==> config.mk <==
export PLATFORM = sky130hd
export DESIGN_NAME = cache_arbiter_flat
export DESIGN_NICKNAME = d
export VERILOG_FILES = /design/src/rtl/cache_arbiter_if.sv /design/src/rtl/cache_arbiter.sv /design/src/flat_wrapper.sv
export SDC_FILE = /design/constraint.sdc
export NUM_CORES = 1
export LEC_CHECK = 0
export CAP_MARGIN = 20
export CORE_AREA = 8 8 275 277
export CTS_CLUSTER_DIAMETER = 200
export CTS_CLUSTER_SIZE = 30
export DETAILED_ROUTE_END_ITERATION = 10
export DIE_AREA = 0 0 283 285
export PLACE_DENSITY = 0.48
export SETUP_SLACK_MARGIN = 0.4
export SLEW_MARGIN = 0
export SYNTH_ARGS = -nofsm -noshare
export SYNTH_HDL_FRONTEND = slang
export SYNTH_SLANG_ARGS = --single-unit
==> constraint.sdc <==
create_clock -name clk -period 13.2 [get_ports clk]
set_input_delay 1.32 -clock clk [delete_from_list [all_inputs] [get_ports clk]]
set_output_delay 1.32 -clock clk [all_outputs]
set_load 0.1 [all_outputs]
==> src/rtl/cache_arbiter_if.sv <==
// Bundles the I-cache, D-cache and physical-memory sides of the arbiter.
// The slave modport is the arbiter's view; master is the surrounding system.
interface cache_arbiter_if #(
  parameter int ADDR_WIDTH = 16,
  parameter int LINE_WIDTH = 128
);
  logic                  i_pmem_read;
  logic [ADDR_WIDTH-1:0] i_pmem_address;
  logic [LINE_WIDTH-1:0] i_pmem_rdata;
  logic                  i_pmem_resp;
  logic                  d_pmem_read;
  logic                  d_pmem_write;
  logic [ADDR_WIDTH-1:0] d_pmem_address;
  logic [LINE_WIDTH-1:0] d_pmem_wdata;
  logic [LINE_WIDTH-1:0] d_pmem_rdata;
  logic                  d_pmem_resp;
  logic                  pmem_read;
  logic                  pmem_write;
  logic [ADDR_WIDTH-1:0] pmem_address;
  logic [LINE_WIDTH-1:0] pmem_wdata;
  logic [LINE_WIDTH-1:0] pmem_rdata;
  logic                  pmem_resp;
  logic [15:0]           conflict_count;

  modport slave (
    input  i_pmem_read, i_pmem_address,
    output i_pmem_rdata, i_pmem_resp,
    input  d_pmem_read, d_pmem_write,
    input  d_pmem_address, d_pmem_wdata,
    output d_pmem_rdata, d_pmem_resp,
    output pmem_read, pmem_write,
    output pmem_address, pmem_wdata,
    input  pmem_rdata, pmem_resp,
    output conflict_count
  );

  modport master (
    output i_pmem_read, i_pmem_address,
    input  i_pmem_rdata, i_pmem_resp,
    output d_pmem_read, d_pmem_write,
    output d_pmem_address, d_pmem_wdata,
    input  d_pmem_rdata, d_pmem_resp,
    input  pmem_read, pmem_write,
    input  pmem_address, pmem_wdata,
    output pmem_rdata, pmem_resp,
    input  conflict_count
  );
endinterface

==> src/rtl/cache_arbiter.sv <==
// Round-robin arbiter serialising I/D cache line traffic onto one
// memory port; memory-side outputs are registered at grant.
module cache_arbiter #(
  parameter int ADDR_WIDTH = 16,
  parameter int LINE_WIDTH = 128
) (
  input logic            clk,
  input logic            reset,
  cache_arbiter_if.slave bus
);

  typedef enum logic [1:0] {
    IDLE,
    SERVE_I,
    SERVE_D,
    DONE
  } state_e;

  state_e                state_q, state_d;
  logic                  last_d_q, last_d_d;
  logic                  rd_q, rd_d;
  logic                  wr_q, wr_d;
  logic [ADDR_WIDTH-1:0] addr_q, addr_d;
  logic [LINE_WIDTH-1:0] wdata_q, wdata_d;
  logic [15:0]           cnt_q, cnt_d;

  logic i_req;
  logic d_req;
  logic pick_d;

  assign i_req = bus.i_pmem_read;
  assign d_req = bus.d_pmem_read | bus.d_pmem_write;
  // On a conflict, favour the side that did not win last time
  assign pick_d = d_req & (~i_req | ~last_d_q);

  always_comb begin
    state_d  = state_q;
    last_d_d = last_d_q;
    rd_d     = rd_q;
    wr_d     = wr_q;
    addr_d   = addr_q;
    wdata_d  = wdata_q;
    cnt_d    = cnt_q;
    unique case (state_q)
      IDLE: begin
        if (i_req && d_req && cnt_q != 16'hFFFF)
          cnt_d = cnt_q + 16'd1;
        if (pick_d) begin
          state_d  = SERVE_D;
          last_d_d = 1'b1;
          wr_d     = bus.d_pmem_write;
          rd_d     = ~bus.d_pmem_write;
          addr_d   = bus.d_pmem_address;
          wdata_d  = bus.d_pmem_wdata;
        end else if (i_req) begin
          state_d  = SERVE_I;
          last_d_d = 1'b0;
          wr_d     = 1'b0;
          rd_d     = 1'b1;
          addr_d   = bus.i_pmem_address;
        end
      end
      SERVE_I, SERVE_D: begin
        if (bus.pmem_resp) begin
          state_d = DONE;
          rd_d    = 1'b0;
          wr_d    = 1'b0;
        end
      end
      DONE: state_d = IDLE;
    endcase
  end

  always_ff @(posedge clk or posedge reset) begin
    if (reset) begin
      state_q  <= IDLE;
      last_d_q <= 1'b0;
      rd_q     <= 1'b0;
      wr_q     <= 1'b0;
      addr_q   <= '0;
      wdata_q  <= '0;
      cnt_q    <= '0;
    end else begin
      state_q  <= state_d;
      last_d_q <= last_d_d;
      rd_q     <= rd_d;
      wr_q     <= wr_d;
      addr_q   <= addr_d;
      wdata_q  <= wdata_d;
      cnt_q    <= cnt_d;
    end
  end

  assign bus.pmem_read      = rd_q;
  assign bus.pmem_write     = wr_q;
  assign bus.pmem_address   = addr_q;
  assign bus.pmem_wdata     = wdata_q;
  assign bus.conflict_count = cnt_q;
  assign bus.i_pmem_resp    = (state_q == SERVE_I) & bus.pmem_resp;
  assign bus.d_pmem_resp    = (state_q == SERVE_D) & bus.pmem_resp;
  assign bus.i_pmem_rdata   = bus.pmem_rdata;
  assign bus.d_pmem_rdata   = bus.pmem_rdata;

endmodule

==> src/flat_wrapper.sv <==
// flat-port wrapper written by rule: the top's interface ports become plain ports
module cache_arbiter_flat 
#(
  parameter int ADDR_WIDTH = 16,
  parameter int LINE_WIDTH = 128
)
  (clk, reset, bus_i_pmem_read, bus_i_pmem_address, bus_i_pmem_rdata, bus_i_pmem_resp, bus_d_pmem_read, bus_d_pmem_write, bus_d_pmem_address, bus_d_pmem_wdata, bus_d_pmem_rdata, bus_d_pmem_resp, bus_pmem_read, bus_pmem_write, bus_pmem_address, bus_pmem_wdata, bus_pmem_rdata, bus_pmem_resp, bus_conflict_count);
  cache_arbiter_if #(.ADDR_WIDTH(ADDR_WIDTH), .LINE_WIDTH(LINE_WIDTH)) bus_i ();
  input logic clk;
  input logic reset;
  input wire logic [$bits(bus_i.i_pmem_read)-1:0] bus_i_pmem_read;
  input wire logic [$bits(bus_i.i_pmem_address)-1:0] bus_i_pmem_address;
  output wire logic [$bits(bus_i.i_pmem_rdata)-1:0] bus_i_pmem_rdata;
  output wire logic [$bits(bus_i.i_pmem_resp)-1:0] bus_i_pmem_resp;
  input wire logic [$bits(bus_i.d_pmem_read)-1:0] bus_d_pmem_read;
  input wire logic [$bits(bus_i.d_pmem_write)-1:0] bus_d_pmem_write;
  input wire logic [$bits(bus_i.d_pmem_address)-1:0] bus_d_pmem_address;
  input wire logic [$bits(bus_i.d_pmem_wdata)-1:0] bus_d_pmem_wdata;
  output wire logic [$bits(bus_i.d_pmem_rdata)-1:0] bus_d_pmem_rdata;
  output wire logic [$bits(bus_i.d_pmem_resp)-1:0] bus_d_pmem_resp;
  output wire logic [$bits(bus_i.pmem_read)-1:0] bus_pmem_read;
  output wire logic [$bits(bus_i.pmem_write)-1:0] bus_pmem_write;
  output wire logic [$bits(bus_i.pmem_address)-1:0] bus_pmem_address;
  output wire logic [$bits(bus_i.pmem_wdata)-1:0] bus_pmem_wdata;
  input wire logic [$bits(bus_i.pmem_rdata)-1:0] bus_pmem_rdata;
  input wire logic [$bits(bus_i.pmem_resp)-1:0] bus_pmem_resp;
  output wire logic [$bits(bus_i.conflict_count)-1:0] bus_conflict_count;
  assign bus_i.i_pmem_read = bus_i_pmem_read;
  assign bus_i.i_pmem_address = bus_i_pmem_address;
  assign bus_i_pmem_rdata = bus_i.i_pmem_rdata;
  assign bus_i_pmem_resp = bus_i.i_pmem_resp;
  assign bus_i.d_pmem_read = bus_d_pmem_read;
  assign bus_i.d_pmem_write = bus_d_pmem_write;
  assign bus_i.d_pmem_address = bus_d_pmem_address;
  assign bus_i.d_pmem_wdata = bus_d_pmem_wdata;
  assign bus_d_pmem_rdata = bus_i.d_pmem_rdata;
  assign bus_d_pmem_resp = bus_i.d_pmem_resp;
  assign bus_pmem_read = bus_i.pmem_read;
  assign bus_pmem_write = bus_i.pmem_write;
  assign bus_pmem_address = bus_i.pmem_address;
  assign bus_pmem_wdata = bus_i.pmem_wdata;
  assign bus_i.pmem_rdata = bus_pmem_rdata;
  assign bus_i.pmem_resp = bus_pmem_resp;
  assign bus_conflict_count = bus_i.conflict_count;
  cache_arbiter #(.ADDR_WIDTH(ADDR_WIDTH), .LINE_WIDTH(LINE_WIDTH)) u_core (.clk(clk), .reset(reset), .bus(bus_i));
endmodule
==> results_dict.tcl <==
set metrics [dict create \
    status "completed" \
    syn_area_sq_um 8534 \
    dpl.hpwl_mm 25.78 \
    finalMaxSlewViolations 0 \
    critical-path-slowest-cell "clkdlybuf4s50_1" \
    ys_ff_latch 165 \
    min_delay_worst_endpoint "u_core.bus.pmem_address[1]" \
    grt_use_total_pct 7.931 \
    synth_top_area_share_pct 48.38 \
    worstPathMaxFanout 3 \
    fin_crit_ns 4.391 \
    clock_latency_ns 0.48 \
    critPathRequiredTime_ns 11.88 \
    ant_nets 0 \
    crit_path_start_kind "input pin" \
    area_delta_synth_final_pct 36.49 \
    gp_congestion 0.7158 \
    critPathBufInv 2 \
    finalSetupTns_ns 0 \
    dieArea_sq_um 80660 \
    synth-edff-count 0 \
    rrSetupSlack_ns 10.09 \
    vias_per_cell 2.957 \
    max_cap_viol_count 0 \
    rows 98 \
    worstSetupPathType "in -> out" \
    drtIter0Drc 127 \
    netlist-cell-type-count 32 \
    io_buffers 329 \
    drive_above_1_share_pct 23.38 \
    numCtsBuffers 17 \
    worstSetupStartpoint "bus_pmem_resp" \
    hp-start "u_core.bus.pmem_address[1]" \
    hp-class "reg -> reg" \
    clkTransAtPathRegs_ns 0.07 \
    core_region_area_sq_um 71000 \
    syn-num-nets 1008 \
    die_width_microns 283 \
    period_share_pct 33.27 \
    synthFlopType "dfrtp_1" \
    grt-ovfl-total 0 \
    fmax_mhz 227.7 \
    wire_per_inst_microns 18.59 \
    rsz0062_at_grt "no" \
    cts.sinks 165 \
    synth.avg_cell_area_sq_um 12.05 \
    worstPathArrival_ns 3.07 \
    antenna_found_initial 7 \
    post_cts_buffers 0 \
    yosysWarnings 0 \
    drcViolationCount 0 \
    vias 5178 \
    synth_top_cell_by_area "dfrtp_1" \
    first_pass_iters 4 \
    max_stage_delay_ns 1.13 \
    htree_num_levels 4 \
    reg2reg_depth 6 \
    cp_top_family "buffers and inverters" \
    critPathMostFrequentCell "clkdlybuf4s50_1" \
    hold_viol 0 \
    grt_pass1_wl_mm 45.93 \
    syn_inst 708 \
    timing.rr.end "u_core.bus.pmem_wdata[76]" \
    first_global_vias 5956 \
    critPathCaptureType "primary output" \
    relSlewSlack_pct 27.32 \
    r2r_start "u_core.state_q[0]" \
    die_h_microns 285 \
    cts_root_buffer "clkbuf_16" \
    crit_chain "clkdlybuf4s50_1 -> and2_1 -> clkdlybuf4s50_1" \
    synthTopCellsByArea "dfrtp_1 (48%), buf_4 (23%), mux2_2 (17%)" \
    async_reset_ff_share_pct 100.0 \
    start_util_pct 12.02 \
    cts_tree "done" \
    whs_path_depth 2 \
    io_pins 714 \
    synth-seq-area-share_pct 48.38 \
    fin_skew_ns 0.01089 \
    grt_max_degree 105 \
    finalSetupViolations 0 \
    ctsResizeCount 0 \
    tightestPinTransition_ns 1.087 \
    nets 1087 \
    wirelength_mm 32.55 \
    ctsLongestPathBuffers 2 \
    cts_hold_buf 0 \
    fillers 7804 \
]
-- worst max-delay path by stage --
stage	endpoint	slack (ns)	cells past startpoint
final	bus_d_pmem_resp	8.81	3
after floorplan	u_core.bus.conflict_count[0]	7.42	1
after CTS	bus_d_pmem_resp	8.80	3
after global placement	u_core.bus.pmem_wdata[38]	8.68	7
after global routing	bus_d_pmem_resp	8.75	3
after detailed placement	u_core.bus.pmem_wdata[76]	8.61	7
-- synth_stat cells, drive strengths merged (4+ instances only) --
cell type  number
inv             8
nand4           4
nor4            4
nor3            6
nand2          27
nor2            6
mux2i          17
ha              6
dfrtp         165
a21oi           6
xnor2           6
mux2          132
xor2            8
buf           272
o21ai          19
-- sequential cells by signal, indices dropped and copies added (netlist names) --
name and flops:
u_core.bus.pmem_address 16, u_core.state_q 2, u_core.bus.pmem_write 1, u_core.bus.conflict_count 16, u_core.bus.pmem_wdata 128, u_core.last_d_q 1, u_core.bus.pmem_read 1
-- layout make-up --
type | count | area, sq um | share of cell area, %
Inverter | 8 | 37.54 | 0.3222
Sequential cell | 165 | 4129 | 35.45
Timing Repair Buffer | 335 | 3343 | 28.70
Multi-Input combinational cell | 260 | 2367 | 20.32
Antenna cell | 1 | 2.502 | 0.02148
Clock inverter | 14 | 141.4 | 1.214
Clock buffer | 18 | 439.2 | 3.770
Tap cell | 950 | 1189 | 10.20
-- worst register-to-register path: cells and delay by family, from the launching register on --
family,cells,cell delay (ns)
adder cells (fa/ha/maj),1,0.33
buffers and inverters,3,1.47
flip-flops,1,0.40
multiplexers,1,0.48
AND/OR/NAND/NOR,1,0.33
-- metal layers --
metal,track usage [%],routed length (microns),up-vias
met5,0,24,-
met3,5.385,4339,118
li1,-,-,2260
met1,8.099,12020,2418
met4,4.608,1387,6
met2,12.02,14770,376
-- cells in the final DEF, fill, tap and decap left out, drive strengths merged, types with 3 or more instances in the layout --
cell             n
clkdlybuf4s50  320
dfrtp          165
mux2           132
nand2           27
o21ai           19
clkbuf          18
mux2i           17
inv             16
buf             15
xor2             8
nor3             6
nor2             6
xnor2            6
ha               6
a21oi            6
clkinv           5
nand4            4
nor4             4
nand3            3
o2111ai          3
-- logic make-up after synthesis --
family	count (synthesis)	synth area share (%)
xor gates and xnor gates	14	1.437
buffers and inverters	283	23.97
AOI/OAI and AO/OA	33	2.302
muxes	149	19.41
and+or+nand+nor	58	3.621
DFF	165	48.38
adders and majority gates	6	0.8796
-- metrics by stage --
step	worst slack, ns	instance area (sq um)	hold WS (ns)	util, %	std cells
after CTS	8.802	11630	0.4926	16.38	1749
after floorplan	7.418	8534	0.4469	-	708
after detailed placement	8.609	11050	0.4758	15.56	1717
after global routing	8.746	11650	0.5148	16.40	1750
after global placement	8.685	11020	0.4652	15.52	1715
final	8.809	11650	0.4870	16.41	1751
Power is left out: the tool's default activity adds up to more than one toggle a clock period on the data nets, which glitch-free logic cannot reach.
==> patch 1, RTL diff (config.mk and constraints unchanged) <==
`ADDR_WIDTH` is set to 16 in 3 places; all go to 17.
--- a/src/rtl/cache_arbiter_if.sv
+++ b/src/rtl/cache_arbiter_if.sv
@@ -2,5 +2,5 @@
 // The slave modport is the arbiter's view; master is the surrounding system.
 interface cache_arbiter_if #(
-  parameter int ADDR_WIDTH = 16,
+  parameter int ADDR_WIDTH = 17,
   parameter int LINE_WIDTH = 128
 );
--- a/src/rtl/cache_arbiter.sv
+++ b/src/rtl/cache_arbiter.sv
@@ -2,5 +2,5 @@
 // memory port; memory-side outputs are registered at grant.
 module cache_arbiter #(
-  parameter int ADDR_WIDTH = 16,
+  parameter int ADDR_WIDTH = 17,
   parameter int LINE_WIDTH = 128
 ) (
--- a/src/flat_wrapper.sv
+++ b/src/flat_wrapper.sv
@@ -2,5 +2,5 @@
 module cache_arbiter_flat 
 #(
-  parameter int ADDR_WIDTH = 16,
+  parameter int ADDR_WIDTH = 17,
   parameter int LINE_WIDTH = 128
 )
Ports: changed (resized bus_d_pmem_address, bus_i_pmem_address and bus_pmem_address); port bits go from 714 to 717. No check against the original RTL was run, so the function may have changed too.
==> patch 1 against the unedited design <==
- final area increased by 1.1%
- die area unchanged
- worst setup slack worse by 0.076 ns
- synthesized area up 1.2%
- sequential cell count is 1 higher
- routed wire length shrank 5.3%
- via count grew 2.3%
- maximum frequency down 1.7%
- global-route usage is 0.30 points lower
- critical endpoint is now bus_i_pmem_resp
- largest cell class unchanged
Power is not shown: default switching activity piles up to over one toggle a cycle in this logic, so the estimate is an artifact.
==> patch 1: results (changes against the unedited design) <==
| Metric | Value |
|---|---|
| Status | `finished, final reports clean` |
| Setup slack, reg-to-reg | `10.51 ns (+0.42 ns)` |
| Mux cell area share after synthesis | `0.194 (about the same)` |
| Drt pass-1 iters | `4 (unchanged)` |
| Layout cells sized above 1 | `0.221 (-0.0129)` |
| Crit path from | `bus_pmem_resp` |
| Detailed Route Iter0 Violations | `111 (-13%)` |
| Setup Buffers After CTS | `0 (unchanged)` |
| CTS Buf Count | `17 (unchanged)` |
| Worst Path Arrival | `3.15 ns (+0.08 ns)` |
| Distinct cells, synth | `35 (+9.4%)` |
| Pin count of the biggest net entering global routing | `110 (+4.8%)` |
| Max reg flops | `128 (unchanged)` |
| Vias/cell | `3.01 (+1.9%)` |
| # port buffers | `332 (+0.91%)` |
| Post-synthesis adder-cell area fraction | `0.00869 (-0.000102)` |
| H-tree depth | `4 (unchanged)` |
| Max FO, Critical Path | `3 (unchanged)` |
| Placed Area | `11,100 sq um (+0.50%)` |
| Synth area leaders | `dfrtp_1 48%, buf_4 23%, mux2_2 17%` |
| Slew headroom | `0.244 (-0.0287)` |
| Post-synthesis sequential area ratio | `0.481 (-0.00271)` |
| Setup crit end | `bus_i_pmem_resp` |
| Cells on worst reg2reg path | `6 (unchanged)` |
| Hold Crit Depth | `2 (unchanged)` |
| First-pass GRT wire length | `44.4 mm (-3.3%)` |
| Antenna violations before repair | `8 (+1)` |
| Compound-gate portion of the synthesized area | `0.0219 (-0.00114)` |
| Gr usage total | `0.0763 (-0.00302)` |
| Root buffer cell | `clkbuf_16` |
| Clock latency on the worst-skew pair | `0.47 ns` |
| Most frequent cells after synthesis | `259 x buf_4, 166 x dfrtp_1, 132 x mux2_2` |
| CTS resizes | `0 (unchanged)` |
| Worst min-delay path class | `flip-flop to flip-flop` |
| Clk_skew | `0.0131 ns (+0.00217 ns)` |
| Final nets | `1,095 (+0.74%)` |
| CTS Buffer Depth | `2 (unchanged)` |
| R2r startpoint | `u_core.state_q[0]` |
| GPL Wtd Cong | `0.731 (+2.2%)` |
| Xor and xnor fraction of the mapped netlist area | `0.0122 (-0.00220)` |
| Vias in the first global route | `5,991 (+0.59%)` |
| Reg-to-Reg End | `u_core.bus.pmem_wdata[56]` |
| Worst-path clk slew | `0.09 ns (+0.02 ns)` |
| Ys async rst share | `1.00 (unchanged)` |
| WL final | `30.8 mm (-5.3%)` |
| HPWL after DPL | `23.7 mm (-8.0%)` |
| Syn nets | `1,015 (+0.69%)` |
| Filler cell count | `7,819 (+0.19%)` |
| Synth warnings | `0 (unchanged)` |
==> patch 1: changes by cell type after synthesis, moves of 3 or more <==
| cell | delta |
|---|---|
| xnor2_1 | -4 |
| inv_1 | -4 |
| nor2_1 | +4 |
| buf_6 | +10 |
| o2111ai_1 | -3 |
| buf_2 | -9 |
==> patch 1: critical path: stages <==
cell and delay, ns:
clkdlybuf4s50_1 0.52, and2_1 0.15, clkdlybuf4s50_1 1.15
==> patch 1: through the flow <==
stage	utilization	hold slack (ns)	setup slack (ns)	cells
after global placement	0.156	0.468	8.76	1720
after floorplan	-	0.446	7.39	713
after global routing	0.166	0.522	8.70	1756
final	0.166	0.488	8.73	1758
after detailed placement	0.156	0.474	8.72	1721
after CTS	0.165	0.494	8.72	1753
==> patch 1: cell families (layout without fill, tap and decap cells) <==
family / Yosys count / count (layout)
other: 0 / 2
muxes: 151 / 151
adders and majority gates: 6 / 6
xor gates and xnor gates: 12 / 12
DFF: 166 / 166
buffers and inverters: 281 / 374
and+or+nand+nor: 66 / 66
AOI/OAI and AO/OA: 31 / 31
==> patch 1: final cells by class <==
| cell class | instances | share of cell area |
|---|---|---|
| flip-flops and latches | 166 | 0.353 |
| repair buffers | 338 | 0.290 |
| multi-input cells | 266 | 0.202 |
| well taps | 950 | 0.101 |
| clock buffers | 17 | 0.0361 |
| clock inverters | 15 | 0.0161 |
| inverters | 4 | 0.00191 |
| diodes | 2 | 0.000425 |
==> patch 1: per-layer routing <==
layer | GRT usage | wire (um)
met4 | 0.0436 | 1410
met2 | 0.117 | 13900
met5 | 0 | 37
met1 | 0.0765 | 11400
met3 | 0.0531 | 4050
==> patch 1: how the worst min path moves through the flow <==
stage,start,to
after CTS,u_core.bus.pmem_address[0],u_core.bus.pmem_address[0]
after global placement,u_core.bus.pmem_address[0],u_core.bus.pmem_address[0]
final,u_core.bus.pmem_address[12],u_core.bus.pmem_address[12]
after floorplan,u_core.last_d_q,u_core.last_d_q
after global routing,u_core.bus.pmem_address[9],u_core.bus.pmem_address[9]
after detailed placement,u_core.bus.pmem_address[8],u_core.bus.pmem_address[8]
==> patch 2, RTL diff (same settings) <==
Without the edit above. Re-encode `state_e` (4 states) as one-hot, 4 bits wide.
--- a/src/rtl/cache_arbiter.sv
+++ b/src/rtl/cache_arbiter.sv
@@ -10,9 +10,9 @@
 );
 
-  typedef enum logic [1:0] {
-    IDLE,
-    SERVE_I,
-    SERVE_D,
-    DONE
+  typedef enum logic [3:0] {
+    IDLE    = 4'b0001,
+    SERVE_I = 4'b0010,
+    SERVE_D = 4'b0100,
+    DONE    = 4'b1000
   } state_e;
 
Check against the original RTL: same outputs for any inputs over 4 cycles, from zero or initial values and one cycle with reset high; so few cycles prove little.
==> patch 2 against the unedited design <==
- synthesized cell count grew 1.3%
- sequential share of layout area grew 0.074 points
- global-route usage shrank 0.46 points
- sequential cell count grew 2
- routed wire length shrank 6.1%
- final area grew 1.0%
- utilization grew 0.17 points
- worst setup slack lost 0.18 ns
- non-clock buffer count grew 1
- synthesized area grew 0.88%
- count of clock-buffer cells in the layout shrank 1
- die area is the same
- final cell count grew 0.23%
- highest routed layer unchanged
==> patch 2: results (changes against the unedited design) <==
| Metric | Value |
|---|---|
| # port buffers | `329 (unchanged)` |
| Detailed Route Iter0 Violations | `196 (+54%)` |
| Distinct cells, synth | `39 (+22%)` |
| Worst min-delay path class | `flip-flop to flip-flop` |
| GPL Wtd Cong | `0.735 (+2.7%)` |
| Status | `finished, final reports clean` |
| Setup Buffers After CTS | `0 (unchanged)` |
| CTS Buffer Depth | `2 (unchanged)` |
| Antenna violations before repair | `7 (unchanged)` |
| Max reg flops | `128 (unchanged)` |
| CTS Buf Count | `17 (unchanged)` |
| Root buffer cell | `clkbuf_16` |
| Syn nets | `1,012 (+0.40%)` |
| Clk_skew | `0.0109 ns (+0.00000580 ns)` |
| Worst-path clk slew | `0.08 ns` |
| Gr usage total | `0.0747 (-0.00460)` |
| Slew headroom | `0.236 (-0.0373)` |
| Placed Area | `11,100 sq um (+0.66%)` |
| Peak supply drop | `208 uV` |
| Filler cell count | `7,809 (+0.064%)` |
| H-tree depth | `4 (unchanged)` |
| Synth area leaders | `dfrtp_1 48%, buf_4 22%, mux2_2 17%` |
| WL final | `30.6 mm (-6.1%)` |
| Post-Place Worst Slack | `8.35 ns (-0.262 ns)` |
| Clock latency on the worst-skew pair | `0.47 ns` |
| Synth warnings | `0 (unchanged)` |
| Worst Path Arrival | `3.26 ns (+0.19 ns)` |
| Ys async rst share | `1.00 (unchanged)` |
| Pin count of the biggest net entering global routing | `72 (-31%)` |
| Final nets | `1,086 (-0.092%)` |
| First-pass GRT wire length | `43.8 mm (-4.7%)` |
| Layout cells sized above 1 | `0.228 (-0.00614)` |
| Most common flop cell mapped by yosys | `dfrtp_1` |
| Hold_buf cts | `0 (unchanged)` |
| CTS resizes | `0 (unchanged)` |
| Leak | `approximately 4.8 nW` |
| Post-synthesis sequential area ratio | `0.486 (+0.00174)` |
| Detailed-route via count | `5,267 (+1.7%)` |
| HPWL after DPL | `23.9 mm (-7.1%)` |
| Vias in the first global route | `6,004 (+0.81%)` |
| Max FO, Critical Path | `6 (+3)` |
| Drt pass-1 iters | `4 (unchanged)` |
| Most frequent cells after synthesis | `257 x buf_4, 166 x dfrtp_1, 129 x mux2_2` |
patch 2: cell count changes in the layout (fill, tap and decap cells not counted), sizes merged, moves of 3 or more:
cell | unedited run | this run
xor2 | 8 | 17
inv | 16 | 9
clkdlybuf4s50 | 320 | 325
ha | 6 | 1
xnor2 | 6 | 1
a21oi | 6 | 2
buf | 15 | 11
clkinv | 5 | 8
mux2 | 132 | 129
nand2 | 27 | 24
nand3 | 3 | 6
nor3 | 6 | 9
o2111ai | 3 | 0
patch 2: logic make-up after synthesis:
kind of cell / count (synthesis) / synth area share
AOI/OAI and AO/OA: 29 / 0.0195
and+or+nand+nor: 71 / 0.0461
muxes: 147 / 0.190
xor gates and xnor gates: 18 / 0.0183
adders and majority gates: 1 / 0.00145
buffers and inverters: 284 / 0.239
DFF: 167 / 0.486
patch 2: worst paths after layout:
kind / slack [ns] / depth (start not counted) / endpoint / from
worst max register to register: 9.92 / 5 / u_core.bus.pmem_wdata[89] / u_core.state_q[1]
worst min register to register: 0.48 / 2 / u_core.bus.pmem_address[2] / u_core.bus.pmem_address[2]
worst min-delay path: 0.48 / 2 / u_core.bus.pmem_address[2] / u_core.bus.pmem_address[2]
max in group asynchronous: 9.91 / 4 / u_core.bus.pmem_wdata[49] / reset
worst max-delay path: 8.62 / 4 / bus_i_pmem_resp / bus_pmem_resp
min in group asynchronous: 1.20 / 2 / u_core.bus.pmem_wdata[77] / reset
patch 2: metal layers:
layer / vias to the layer above / part of all wire / global-route usage
met2: 344 / 0.46 / 0.116
met1: 2494 / 0.36 / 0.0716
li1: 2291 / - / -
met4: 4 / 0.044 / 0.0418
met3: 134 / 0.14 / 0.0560
met5: - / 0.00088 / 0
patch 2: area by class of cell:
class,count,area (sq um),share of cell area
multi-input combinational,266,2380,0.203
antenna,1,2.50,0.000213
clock inverter,15,223,0.0189
sequential,167,4180,0.355
clock buffer,17,425,0.0361
inverter,3,16.3,0.00138
tap,950,1190,0.101
timing repair buffer,336,3350,0.284
patch 2: per-stage QoR:
stage | instances | power (mW)
final | 1755 | 3.72
after global routing | 1754 | 3.88
after CTS | 1754 | 3.79
after detailed placement | 1722 | 3.19
after global placement | 1721 | 3.18
after floorplan | 717 | 2.92
patch 2: report_power, final:
group	internal [mW]	switching, mW	total (mW)
sequential	0.717	0.129	0.846
clock	0.280	0.277	0.557
combinational	0.554	1.76	2.31
patch 2: critical path, cell delays in order:
cell             delay (ns)
clkdlybuf4s50_1        0.56
nand3_1                0.11
nor2_1                 0.11
clkdlybuf4s50_1        1.14
